[src/rtl/audio_pkg.sv]
// audio_pkg: sample format, address space and recorder state encoding shared
// by the PDM recorder and the PWM player.
package audio_pkg;

  localparam int unsigned SAMPLE_W      = 8;
  localparam int unsigned ADDR_W        = 20;
  localparam int unsigned DEFAULT_DEPTH = 262144;

  typedef enum logic [1:0] {
    IDLE   = 2'd0,
    RECORD = 2'd1,
    DONE   = 2'd2
  } rec_state_t;

  // Clamp a scaled ones count (0..256) into the 8-bit unsigned sample range.
  function automatic logic [SAMPLE_W-1:0] sat_sample(input logic [8:0] v);
    return v[8] ? {SAMPLE_W{1'b1}} : v[SAMPLE_W-1:0];
  endfunction

endpackage

[src/rtl/pdm_decimator.sv]
// pdm_decimator: generates the microphone clock, samples the PDM bit once per
// mic_clk period and box-car decimates DECIM bits into one 8-bit PCM sample.
// Ports:
//   clk_i, rst_i     system clock, synchronous active-high reset
//   clear_i          restart the current window (bit counter and accumulator)
//   mic_data_i       PDM data from the microphone
//   mic_clk_o        PDM clock to the microphone
//   sample_c         scaled sample of the window ending this cycle
//   sample_valid_c   high on the cycle of the window's final bit strobe
module pdm_decimator
  import audio_pkg::*;
#(
  parameter int unsigned CLK_DIV_HALF = 20,
  parameter int unsigned DECIM        = 256
) (
  input  logic                clk_i,
  input  logic                rst_i,
  input  logic                clear_i,
  input  logic                mic_data_i,
  output logic                mic_clk_o,
  output logic [SAMPLE_W-1:0] sample_c,
  output logic                sample_valid_c
);

  localparam int unsigned DIV_W = (CLK_DIV_HALF > 1) ? $clog2(CLK_DIV_HALF) : 1;
  localparam int unsigned BIT_W = $clog2(DECIM);
  localparam int unsigned SHIFT = $clog2(256 / DECIM);

  logic [DIV_W-1:0] div_cnt_q, div_cnt_d;
  logic             mic_clk_q, mic_clk_d;
  logic [BIT_W-1:0] bit_cnt_q, bit_cnt_d;
  logic [8:0]       ones_q, ones_d;
  logic             div_last_c, bit_strobe_c, win_last_c;
  logic [8:0]       ones_sum_c, scaled_c;

  // Free-running divider; the strobe marks the last cycle of each high phase.
  always_comb begin
    div_last_c   = (div_cnt_q == DIV_W'(CLK_DIV_HALF - 1));
    div_cnt_d    = div_last_c ? '0 : div_cnt_q + DIV_W'(1);
    mic_clk_d    = div_last_c ? ~mic_clk_q : mic_clk_q;
    bit_strobe_c = div_last_c & mic_clk_q;
  end

  // Window accumulation; the final bit is folded in combinationally so the
  // sample is available on the strobe cycle itself.
  always_comb begin
    ones_d         = ones_q;
    bit_cnt_d      = bit_cnt_q;
    ones_sum_c     = ones_q + 9'(mic_data_i);
    win_last_c     = (bit_cnt_q == BIT_W'(DECIM - 1));
    scaled_c       = ones_sum_c << SHIFT;
    sample_c       = sat_sample(scaled_c);
    sample_valid_c = bit_strobe_c & win_last_c;
    if (clear_i || sample_valid_c) begin
      ones_d    = '0;
      bit_cnt_d = '0;
    end else if (bit_strobe_c) begin
      ones_d    = ones_sum_c;
      bit_cnt_d = bit_cnt_q + BIT_W'(1);
    end
  end

  always_ff @(posedge clk_i) begin
    if (rst_i) begin
      div_cnt_q <= '0;
      mic_clk_q <= 1'b0;
      bit_cnt_q <= '0;
      ones_q    <= '0;
    end else begin
      div_cnt_q <= div_cnt_d;
      mic_clk_q <= mic_clk_d;
      bit_cnt_q <= bit_cnt_d;
      ones_q    <= ones_d;
    end
  end

  assign mic_clk_o = mic_clk_q;

endmodule

[src/rtl/pdm_recorder.sv]
// pdm_recorder: records decimated PDM audio into the shared sample memory from
// address 0 upward while record_en is high, stopping when memory is full.
// Ports:
//   CLK, RST            system clock, synchronous active-high reset
//   record_en           record switch (synchronised level)
//   mic_data            PDM data in
//   mic_clk, mic_lrsel  microphone clock and channel select (left)
//   wr_en/wr_addr/wr_data  single-cycle write port to sample memory
//   rec_len             samples in the last completed recording
//   busy, done          high in RECORD / DONE
module pdm_recorder
  import audio_pkg::SAMPLE_W, audio_pkg::rec_state_t,
         audio_pkg::IDLE, audio_pkg::RECORD, audio_pkg::DONE;
#(
  parameter int unsigned CLK_DIV_HALF = 20,
  parameter int unsigned DECIM        = 256,
  parameter int unsigned ADDR_W       = audio_pkg::ADDR_W,
  parameter int unsigned DEPTH        = audio_pkg::DEFAULT_DEPTH
) (
  input  logic                CLK,
  input  logic                RST,
  input  logic                record_en,
  input  logic                mic_data,
  output logic                mic_clk,
  output logic                mic_lrsel,
  output logic                wr_en,
  output logic [ADDR_W-1:0]   wr_addr,
  output logic [SAMPLE_W-1:0] wr_data,
  output logic [ADDR_W-1:0]   rec_len,
  output logic                busy,
  output logic                done
);

  localparam logic [ADDR_W-1:0] LAST_ADDR = ADDR_W'(DEPTH - 1);
  localparam logic [ADDR_W-1:0] FULL_LEN  = ADDR_W'(DEPTH);

  rec_state_t          state_q, state_d;
  logic                wr_en_q, wr_en_d;
  logic [ADDR_W-1:0]   wr_addr_q, wr_addr_d;
  logic [SAMPLE_W-1:0] wr_data_q, wr_data_d;
  logic [ADDR_W-1:0]   rec_len_q, rec_len_d;
  logic                busy_q, busy_d;
  logic                done_q, done_d;
  logic                clear_c;
  logic [SAMPLE_W-1:0] sample_c;
  logic                sample_valid_c;

  pdm_decimator #(
    .CLK_DIV_HALF(CLK_DIV_HALF),
    .DECIM       (DECIM)
  ) u_decim (
    .clk_i         (CLK),
    .rst_i         (RST),
    .clear_i       (clear_c),
    .mic_data_i    (mic_data),
    .mic_clk_o     (mic_clk),
    .sample_c      (sample_c),
    .sample_valid_c(sample_valid_c)
  );

  // Next state, write port and recording length.
  always_comb begin
    state_d   = state_q;
    wr_en_d   = 1'b0;
    wr_addr_d = wr_addr_q;
    wr_data_d = wr_data_q;
    rec_len_d = rec_len_q;
    clear_c   = 1'b0;

    // Address advances the cycle after the write it targeted; it parks at the top.
    if (wr_en_q && (wr_addr_q != LAST_ADDR)) begin
      wr_addr_d = wr_addr_q + ADDR_W'(1);
    end

    unique case (state_q)
      IDLE: begin
        if (record_en) begin
          state_d   = RECORD;
          wr_addr_d = '0;
          rec_len_d = '0;
          clear_c   = 1'b1;
        end
      end
      RECORD: begin
        if (sample_valid_c) begin
          wr_en_d   = 1'b1;
          wr_data_d = sample_c;
          if (wr_addr_q == LAST_ADDR) begin
            state_d   = DONE;
            rec_len_d = FULL_LEN;
          end else if (!record_en) begin
            state_d   = DONE;
            rec_len_d = wr_addr_q + ADDR_W'(1);
          end
        end else if (!record_en) begin
          // A write issuing this cycle has not yet advanced the address.
          state_d   = DONE;
          rec_len_d = wr_addr_q + ADDR_W'(wr_en_q);
        end
      end
      DONE: begin
        if (!record_en) begin
          state_d = IDLE;
        end
      end
      default: state_d = IDLE;
    endcase

    busy_d = (state_d == RECORD);
    done_d = (state_d == DONE);
  end

  always_ff @(posedge CLK) begin
    if (RST) begin
      state_q   <= IDLE;
      wr_en_q   <= 1'b0;
      wr_addr_q <= '0;
      wr_data_q <= '0;
      rec_len_q <= '0;
      busy_q    <= 1'b0;
      done_q    <= 1'b0;
    end else begin
      state_q   <= state_d;
      wr_en_q   <= wr_en_d;
      wr_addr_q <= wr_addr_d;
      wr_data_q <= wr_data_d;
      rec_len_q <= rec_len_d;
      busy_q    <= busy_d;
      done_q    <= done_d;
    end
  end

  assign mic_lrsel = 1'b0;
  assign wr_en     = wr_en_q;
  assign wr_addr   = wr_addr_q;
  assign wr_data   = wr_data_q;
  assign rec_len   = rec_len_q;
  assign busy      = busy_q;
  assign done      = done_q;

endmodule
[config.mk]
export PLATFORM = sky130hd
export DESIGN_NAME = pdm_recorder
export DESIGN_NICKNAME = d
export VERILOG_FILES = /design/src/rtl/audio_pkg.sv /design/src/rtl/pdm_decimator.sv /design/src/rtl/pdm_recorder.sv
export SDC_FILE = /design/constraint.sdc
export NUM_CORES = 1
export LEC_CHECK = 0
export CAP_MARGIN = 10
export CORE_UTILIZATION = 45
export CTS_CLUSTER_SIZE = 16
export DETAILED_ROUTE_END_ITERATION = 10
export PLACE_DENSITY_LB_ADDON = 0.2
export SKIP_CTS_REPAIR_TIMING = 1
export SKIP_LAST_GASP = 1
export SLEW_MARGIN = 40
export SYNTH_ARGS = -nofsm -noshare
export SYNTH_HDL_FRONTEND = slang
export SYNTH_SLANG_ARGS = --single-unit
[constraint.sdc]
create_clock -name CLK -period 2.8 [get_ports CLK]
set_input_delay 0.56 -clock CLK [delete_from_list [all_inputs] [get_ports CLK]]
set_output_delay 0.56 -clock CLK [all_outputs]
set_load 0.05 [all_outputs]
==> qor.yml <==
status: "complete, no violations"
totalWireLength_um: 10600
grt_pass1_wl_um: 17300
antenna_found_initial: 0
power.share.sequential_pct: 51.6
synth_top_area_share_pct: 38.4
end_kind: "flop"
gp_congestion: 0.900
total_power_mw: 2.12
clock_skew_ns: 0.00918
slew_violations: 0
grt_usage_pct: 24.8
drive_gt1_share_pct: 13.7
htree_levels: 3
power-per-cell-area_mw_per_mm2: 426
core-area_sq_mm: 0.00838
clk_transition_reported_paths_ns: 0.08
worstSetupStartpointType: "flop"
busiest_layer: "met1"
worstSetupPathType: "flop to flop"
final_core_util_pct: 59.3
ant_nets: 0
p_int_mw: 1.64
gr-total-overflow: 0
synth_largest_area_cell: "dfxtp_1"
cts_tree: "built"
syn_avg_cell_area_sq_um: 8.93
wl_per_cell_um: 17.0
p_leak_nw: 1.69
cp_max_fo: 19
maxCapViolations: 0
syn_to_final_growth_pct: 25.4
die_h_um: 95.9
ys_warn_count: 0
dp_hpwl_um: 7670
cp.arrival_ns: 2.66
numClockSinks: 76
syn_area_sq_mm: 0.00396
netSwitchingFraction_pct: 22.6
num_vias: 3676
fin_nets: 524
hold_path_class: "flop to flop"
pwr-share-clk_pct: 44.8
ys_ff_latch: 76
fmax_mhz: 414
rsz0062_at_grt: "false"
die_area_sq_mm: 0.00919
fill_cells: 757
io_pins: 57
synth_edf_count: 0
cts-root-buf: "clkbuf_8"
vdd_drop_max_mv: 0.313
finalSetupViolCount: 0
start_util_pct: 47.3
finalHoldViolCount: 0
drt_first_pass_iters: 5
synthTopCellsByArea: "dfxtp_1 (38%), nor2_1 (5.5%), xor2_1 (5.3%), xnor2_1 (5.1%), a211oi_1 (2.7%)"
yosysUniqueCellTypes: 66
power_switching_mw: 0.479
die_x_um: 95.9
fin_tns_setup_ns: 0
period_share_pct: 86.3
dpl_cell_area_sq_mm: 0.00474
holdWs_ns: 0.460
design_area_sq_mm: 0.00497
clock_path_buffers: 2
drc_errors: 0
clk_latency_ns: 0.35
cp.required_ns: 3.04
grt_util_met3_pct: 4.03
rows: 33
insertedDiodeCount: 0
syn_nets: 455
initialDrtViolationCount: 355
vias_per_cell: 5.90
synthFlopType: "dfxtp_1"
grt_pass1_vias: 3437
cts_made_buffers: 9
ys_seq_area_share_pct: 38.4
syn_inst: 444
tightest_slew_ns: 0.647
fin_crit_ns: 2.42
comb_power_share_pct: 3.6
met2_usage_pct: 36.2
slew_headroom_pct: 56.8
synth-async-reset-ratio_pct: 0
port_buffers: 55
grt_max_degree: 24
met1_usage_pct: 36.5
## power by group through the flow
stage | Sequential (mW) | Combinational [mW] | Clock [mW]
after floorplan | 1.12 | 0.0480 | 0
after global placement | 1.12 | 0.0745 | 0
after detailed placement | 1.12 | 0.0756 | 0
after CTS | 1.09 | 0.0758 | 0.968
after global routing | 1.09 | 0.0834 | 1.02
final | 1.09 | 0.0763 | 0.950
## kinds of logic after synthesis
logic type	synth area share, %
buffers and inverters	3.82
adders and majority gates	2.21
other	0.0946
and+or+nand+nor	23.4
AOI/OAI and AO/OA	20.7
muxes	1.04
DFF	38.4
xor gates and xnor gates	10.4
## worst max-delay path, cell delays in order, from the launching register on
cell	delay, ns
dfxtp_1	0.58
nand4_4	0.25
or4_4	0.62
o311ai_4	0.28
a21oi_4	0.24
a211o_1	0.33
## cells in the final DEF, fill, tap and decap left out, types with 4 or more instances in the layout
cell             instances
dfxtp_1                 76
nor2_1                  58
clkdlybuf4s50_1         55
buf_4                   27
xor2_1                  24
nand2_1                 23
xnor2_1                 23
a21oi_1                 18
nand4_1                 16
o21ai_0                 15
a211oi_1                14
nand3_1                 11
inv_1                   11
clkbuf_8                10
and3_1                   8
nor3_1                   7
o2111ai_1                7
ha_1                     7
o211ai_1                 6
a32o_1                   6
o2bb2ai_1                6
and4_1                   5
nor4_1                   5
o31ai_1                  5
and2_1                   5
a22o_2                   5
nand2b_1                 4
a211o_1                  4
## metrics by stage
step,setup slack (ns),std cells
after floorplan,0.140,444
after global placement,0.0180,607
after detailed placement,-0.188,607
after CTS,0.178,623
after global routing,0.198,623
final,0.384,623
## cell usage after synthesis (2+ instances only)
cell type / n
a211o_1: 4
a211oi_1: 14
a21o_1: 3
a21oi_1: 18
a22o_2: 5
a22oi_1: 2
a32o_1: 6
and2_1: 5
and3_1: 8
and4_1: 5
and4b_1: 2
buf_2: 6
clkbuf_1: 15
dfxtp_1: 76
ha_1: 7
inv_1: 11
mux2i_1: 3
nand2_1: 23
nand2b_1: 4
nand3_1: 11
nand3b_1: 2
nand4_1: 16
nand4_4: 2
nand4bb_1: 2
nor2_1: 58
nor3_1: 8
nor4_1: 5
o2111ai_1: 7
o211ai_1: 6
o21ai_0: 15
o2bb2ai_1: 6
o31ai_1: 5
or2_2: 3
or3_1: 2
or3_2: 2
or4_4: 2
xnor2_1: 23
xor2_1: 24
## routing by layer
layer / up-vias / wire length [um]
li1: 1779 / -
met2: 139 / 4560
met4: 0 / 181
met3: 18 / 722
met1: 1740 / 5120
met5: - / 0
## final cells by class
class                      instances  area (sq um)  area share, %
sequential                        76          1520           30.6
tap                              105           131           2.64
inverter                          11          41.3          0.831
clock inverter                     5          85.1           1.71
clock buffer                      11           141           2.84
multi-input combinational        333          2300           46.2
timing repair buffer              82           753           15.2
## flip-flops by register name, indices dropped and copies added, names as in the netlist
name,count
u_decim.mic_clk_o,1
u_decim.bit_cnt_q,8
busy,1
wr_addr,20
u_decim.ones_q,9
wr_en,1
state_q,2
wr_data,8
u_decim.div_cnt_q,5
rec_len,20
done,1
## worst paths after layout
path / start / endpoint / slack (ns) / depth (start not counted)
max: wr_addr[4] / rec_len[9] / 0.38 / 5
min: u_decim.ones_q[0] / u_decim.ones_q[0] / 0.46 / 2
max reg2reg: wr_addr[4] / rec_len[9] / 0.38 / 5
min reg2reg: u_decim.ones_q[0] / u_decim.ones_q[0] / 0.46 / 2
(Power assumes the default switching activity.)
